===== config.mk =====
export PLATFORM = sky130hd
export DESIGN_NAME = dmem_sram_bridge
export DESIGN_NICKNAME = d
export VERILOG_FILES = /design/src/rtl/dmem_sram_bridge_pkg.sv /design/src/rtl/dmem_sram_bridge_align.sv /design/src/rtl/dmem_sram_bridge.sv
export SDC_FILE = /design/constraint.sdc
export NUM_CORES = 1
export LEC_CHECK = 0
export CAP_MARGIN = 20
export CORE_AREA = 2 2 84 86
export CTS_CLUSTER_SIZE = 30
export DETAILED_ROUTE_END_ITERATION = 12
export DIE_AREA = 0 0 86 88
export DONT_BUFFER_PORTS = 1
export MAX_ROUTING_LAYER = met4
export PLACE_DENSITY_LB_ADDON = 0.25
export REMOVE_ABC_BUFFERS = 1
export SLEW_MARGIN = 20
export SYNTH_ARGS = -nofsm -noshare
export SYNTH_HDL_FRONTEND = slang
export SYNTH_SLANG_ARGS = --single-unit
export TNS_END_PERCENT = 20

===== constraint.sdc =====
create_clock -name clk -period 3.1 [get_ports clk]
set_input_delay 0.62 -clock clk [delete_from_list [all_inputs] [get_ports clk]]
set_output_delay 0.62 -clock clk [all_outputs]
set_load 0.02 [all_outputs]

===== src/rtl/dmem_sram_bridge_pkg.sv =====
// Shared size codes, FSM state encodings and the alignment rule for the data-memory bridge.
package dmem_sram_bridge_pkg;

    localparam logic [1:0] SZ_BYTE = 2'b00;
    localparam logic [1:0] SZ_HALF = 2'b01;
    localparam logic [1:0] SZ_WORD = 2'b10;

    localparam logic [1:0] ST_IDLE = 2'd0;
    localparam logic [1:0] ST_ADDR = 2'd1;
    localparam logic [1:0] ST_DATA = 2'd2;
    localparam logic [1:0] ST_DONE = 2'd3;

    // Size code 11 behaves as a word everywhere.
    function automatic logic is_misaligned(input logic [1:0] size, input logic [1:0] addr_lo);
        case (size)
            SZ_BYTE: return 1'b0;
            SZ_HALF: return addr_lo[0];
            default: return |addr_lo;
        endcase
    endfunction

endpackage


===== src/rtl/dmem_sram_bridge_align.sv =====
// Combinational lane logic: store byte strobes, lane-replicated store data,
// and lane selection plus sign/zero extension of load data.
module dmem_sram_bridge_align
    import dmem_sram_bridge_pkg::*;
(
    input  logic [1:0]  addr_lo,
    input  logic [1:0]  size,
    input  logic        is_store,
    input  logic        is_unsigned,
    input  logic [31:0] wd,
    input  logic [31:0] rdata,
    output logic [3:0]  wstrb,
    output logic [31:0] wdata,
    output logic [31:0] rdata_ext
);

    logic [7:0]  byte_sel;
    logic [15:0] half_sel;
    logic        ext_bit;

    always_comb begin
        wstrb = 4'b0000;
        wdata = wd;
        case (size)
            SZ_BYTE: begin
                if (is_store) wstrb = 4'b0001 << addr_lo;
                wdata = {4{wd[7:0]}};
            end
            SZ_HALF: begin
                if (is_store) wstrb = 4'b0011 << {addr_lo[1], 1'b0};
                wdata = {2{wd[15:0]}};
            end
            default: begin
                if (is_store) wstrb = 4'b1111;
            end
        endcase
    end

    always_comb begin
        case (addr_lo)
            2'd0:    byte_sel = rdata[7:0];
            2'd1:    byte_sel = rdata[15:8];
            2'd2:    byte_sel = rdata[23:16];
            default: byte_sel = rdata[31:24];
        endcase
        half_sel  = addr_lo[1] ? rdata[31:16] : rdata[15:0];
        ext_bit   = 1'b0;
        rdata_ext = rdata;
        case (size)
            SZ_BYTE: begin
                ext_bit   = ~is_unsigned & byte_sel[7];
                rdata_ext = {{24{ext_bit}}, byte_sel};
            end
            SZ_HALF: begin
                ext_bit   = ~is_unsigned & half_sel[15];
                rdata_ext = {{16{ext_bit}}, half_sel};
            end
            default: rdata_ext = rdata;
        endcase
    end

endmodule


===== src/rtl/dmem_sram_bridge.sv =====
// M-stage to SRAM-like bus bridge: one outstanding req/addr_ok/data_ok transaction,
// pipeline stall until the data phase completes, misalignment faults.
//
//  state   | meaning
//  --------+-----------------------------------------------------------
//  IDLE    | no access in flight; a valid M-stage access starts here
//  ADDR    | data_req high, waiting for data_addr_ok
//  DATA    | address accepted, waiting for data_data_ok
//  DONE    | access complete, rdata_q held until the pipeline advances
module dmem_sram_bridge
    import dmem_sram_bridge_pkg::*;
#(
    parameter bit ALIGN_CHECK = 1'b1
) (
    input  logic        clk,
    input  logic        rst,
    input  logic        mem_enM,
    input  logic        memwriteM,
    input  logic [1:0]  sizeM,
    input  logic        unsignedM,
    input  logic [31:0] aluoutM,
    input  logic [31:0] writedataM,
    input  logic        advanceM,
    output logic [31:0] readdataM,
    output logic        stallM,
    output logic        adelM,
    output logic        adesM,
    output logic        data_req,
    output logic        data_wr,
    output logic [1:0]  data_size,
    output logic [31:0] data_addr,
    output logic [3:0]  data_wstrb,
    output logic [31:0] data_wdata,
    input  logic        data_addr_ok,
    input  logic        data_data_ok,
    input  logic [31:0] data_rdata
);

    logic [1:0]  state;
    logic [1:0]  state_nxt;
    logic [31:0] rdata_q;
    logic        misalign;
    logic        fault;
    logic [1:0]  addr_lo;
    logic        data_done;

    assign misalign = is_misaligned(sizeM, aluoutM[1:0]);
    assign fault    = ALIGN_CHECK & mem_enM & misalign;
    assign adelM    = fault & ~memwriteM;
    assign adesM    = fault & memwriteM;

    // With the check disabled, misaligned addresses are silently rounded down to the access size.
    always_comb begin
        addr_lo = aluoutM[1:0];
        if (!ALIGN_CHECK) begin
            case (sizeM)
                SZ_BYTE: addr_lo = aluoutM[1:0];
                SZ_HALF: addr_lo = {aluoutM[1], 1'b0};
                default: addr_lo = 2'b00;
            endcase
        end
    end

    always_comb begin
        state_nxt = state;
        case (state)
            ST_IDLE: if (mem_enM && !fault) state_nxt = ST_ADDR;
            ST_ADDR: if (data_addr_ok) state_nxt = data_data_ok ? ST_DONE : ST_DATA;
            ST_DATA: if (data_data_ok) state_nxt = ST_DONE;
            ST_DONE: if (advanceM) state_nxt = ST_IDLE;
            default: state_nxt = ST_IDLE;
        endcase
    end

    // data_ok seen in IDLE or DONE is spurious and must not disturb rdata_q.
    assign data_done = ((state == ST_ADDR) && data_addr_ok && data_data_ok) ||
                       ((state == ST_DATA) && data_data_ok);

    always_ff @(posedge clk or posedge rst) begin
        if (rst) begin
            state   <= ST_IDLE;
            rdata_q <= 32'h0;
        end else begin
            state <= state_nxt;
            if (data_done) rdata_q <= data_rdata;
        end
    end

    assign stallM    = mem_enM & ~fault & (state != ST_DONE);
    assign data_req  = (state == ST_ADDR);
    assign data_wr   = memwriteM;
    assign data_size = sizeM;
    assign data_addr = {aluoutM[31:2], addr_lo};

    dmem_sram_bridge_align u_mem_align_unit (
        .addr_lo     (addr_lo),
        .size        (sizeM),
        .is_store    (memwriteM),
        .is_unsigned (unsignedM),
        .wd          (writedataM),
        .rdata       (rdata_q),
        .wstrb       (data_wstrb),
        .wdata       (data_wdata),
        .rdata_ext   (readdataM)
    );

endmodule


==> flow_summary.toml <==
[status]
status = "finished, final reports clean"

[logic_synthesis]
yosys_register_bits = 34
synth_ff_type = "dfrtp_1"
yosysTopAreaCell = "dfrtp_1"
yosysUniqueCellTypes = 33
async_flop_share = 1.00
synth_seq_area_share = 0.315
synth_area_leaders = "dfrtp_1 32%, mux2_2 23%, buf_4 12%"
synth_edf_count = 0
syn_area_mm2 = 0.00270
yosys_warnings = 0
syn_inst = 283
synth_top_area_frac = 0.315
avgSynthCellArea_um2 = 9.53

[die]
core-area_mm2 = 0.00664
die_x_um = 86
io_pins = 213
die_h_um = 88
floorplan.die_area_mm2 = 0.00757
rows = 30
initial_core_util = 0.406

[critical_path]
startpoint_type = "input pin"
arrival_ns = 1.91
worstSetupEndpointType = "output pin"
crit_type = "in2out"
reg2regPathDepth = 6
regToRegSetupSlack_ns = 1.13
timing.rr.end = "rdata_q[9]"
r2r-start = "state[1]"
path_max_fanout = 9
cp.required_ns = 2.48
crit_chain = "nor2b_1, buf_4, nor2_2, a22oi_1, o21ai_0"
max_stage_delay_ns = 0.57
slowest_stage = "o21ai_0"

[cells_and_area]
final-instance-count-excl-fill = 323
multi_input_area_mm2 = 0.00143
syn_to_final_growth_pct = -5.10
final_common_cell = "mux2_2"
seq_area_um2 = 851
final_cell_mix = "56 x mux2_2, 50 x nand2_1, 34 x dfrtp_1"
layout-drive-gt1-share = 0.322
final_nets = 352
finalInstanceArea_mm2 = 0.00256
n_fill_cell = 689

[place]
place_congestion = 0.687
placed_area_mm2 = 0.00247
dp_hpwl_um = 6220
dp.cells = 314
port_buffers = 0

[cts]
cts_tree = "yes"
cts_resized = 0
postCtsSetupBuffers = 0
cts_buffers = 5
clockBufferDepth = 2
cts_root_buf = "clkbuf_8"
cts_sinks = 34
clk_pin_slew_ns = 0.07
cts_max_level = 2
clock_latency_ns = 0.28
holdBufCountCts = 0

[drt]
drt-initial-drc-count = 43
detail-route-antenna-nets = 0
drtPass1Iterations = 4
wl_um = 8120
drc = 0
vias_per_cell = 6.07
vias = 1959
avgRoutedWirePerCell_um = 25.1

[global_route]
grt_pass1_vias = 1999
track_usage = 0.212
antenna_found_initial = 1
grt_max_degree = 61
overflow = 0
grt_pass1_wl_um = 11400

[power]
power.density_mw_per_mm2 = 918
power.leakage_nw = 1.15
max-vdd-ir-drop_uv = 421

[sta]
report.final.slew_viol_count = 0
fin_worst_skew_ns = 0.00339
finalHoldViolations = 0
min_period_ns = 2.53
rsz0062_at_grt = "false"
relSlewSlack = 0.516
max_freq_mhz = 396
finalCritPeriodShare = 0.815
worst_pin_slew_ns = 0.718
setup_viol = 0
fin_setup_tns_ns = 0

[min_path]
hp-class = "in2async"

[run]
drv_cap = 0
state kept, by name, indices dropped and copies added, names as in the netlist:
signal	count
rdata_q	32
state	2
worst max path at each step:
stage	startpoint	endpoint	slack (ns)	cells past startpoint
6_report	aluoutM[0]	readdataM[3]	0.57	5
4_1_cts	aluoutM[0]	readdataM[3]	0.58	5
3_3_place_gp	aluoutM[0]	readdataM[6]	0.60	5
2_1_floorplan	aluoutM[0]	readdataM[16]	0.73	3
5_1_grt	aluoutM[0]	readdataM[3]	0.45	5
3_5_place_dp	aluoutM[0]	readdataM[3]	0.58	5
where the power goes:
part           total [mW]  switching, mW  internal, mW
clock network       0.334          0.154         0.179
registers           0.859          0.182         0.677
logic                1.16          0.645         0.513
total                2.35          0.981          1.37
routing by layer:
| metal | wire length, um | share of wire | up-vias | global-route usage |
|---|---|---|---|---|
| li1 | - | - | 861 | - |
| met1 | 3320 | 0.41 | 949 | 0.250 |
| met2 | 3690 | 0.45 | 147 | 0.323 |
| met3 | 1090 | 0.13 | 2 | 0.122 |
| met4 | 19 | 0.0023 | 0 | 0.0303 |
| met5 | 0 | 0 | - | - |
critical path: cells and delay by family:
kind	cells	cell delay [ns]
buf+inv	1	0.16
compound gates	2	0.71
simple gates	2	0.40
through the flow:
stage               setup slack, ns  total power [mW]  utilization  hold WS (ns)
floorplan                     0.729              1.78            -         0.479
global placement              0.597              2.01        0.371         0.491
detailed placement            0.580              2.04        0.371         0.496
CTS                           0.575              2.38        0.385         0.343
global route                  0.451              2.54        0.385         0.379
finish                        0.572              2.35        0.385         0.330
cell families (layout without fill, tap and decap cells):
kind of cell / after synthesis / count (layout) / share of synthesized area
flops: 34 / 34 / 0.315
mux: 66 / 66 / 0.276
other cells: 0 / 1 / 0
compound gates: 47 / 47 / 0.121
fa+ha+maj: 5 / 5 / 0.0232
simple gates: 67 / 67 / 0.109
buf+inv: 64 / 23 / 0.156
layout make-up:
| cell class | instances | area share |
|---|---|---|
| multi-input combinational | 185 | 0.557 |
| antenna | 1 | 0.000978 |
| sequential | 34 | 0.332 |
| clock buffer | 7 | 0.0337 |
| clock inverter | 1 | 0.00196 |
| timing repair buffer | 9 | 0.0264 |
| inverter | 6 | 0.00880 |
| tap | 80 | 0.0391 |
synthesized netlist by cell type (2+ instances only):
master and number:
inv_1 6, o21a_1 3, mux2_2 56, nor2_1 8
ha_1 5, dfrtp_1 34, nand2_1 50, o21ai_0 16
a21oi_1 3, clkbuf_1 4, buf_2 10, a221o_1 8
a211oi_1 3, a22oi_1 7, mux2i_1 9, a21o_1 2
buf_4 43
(Power assumes the default switching activity.)
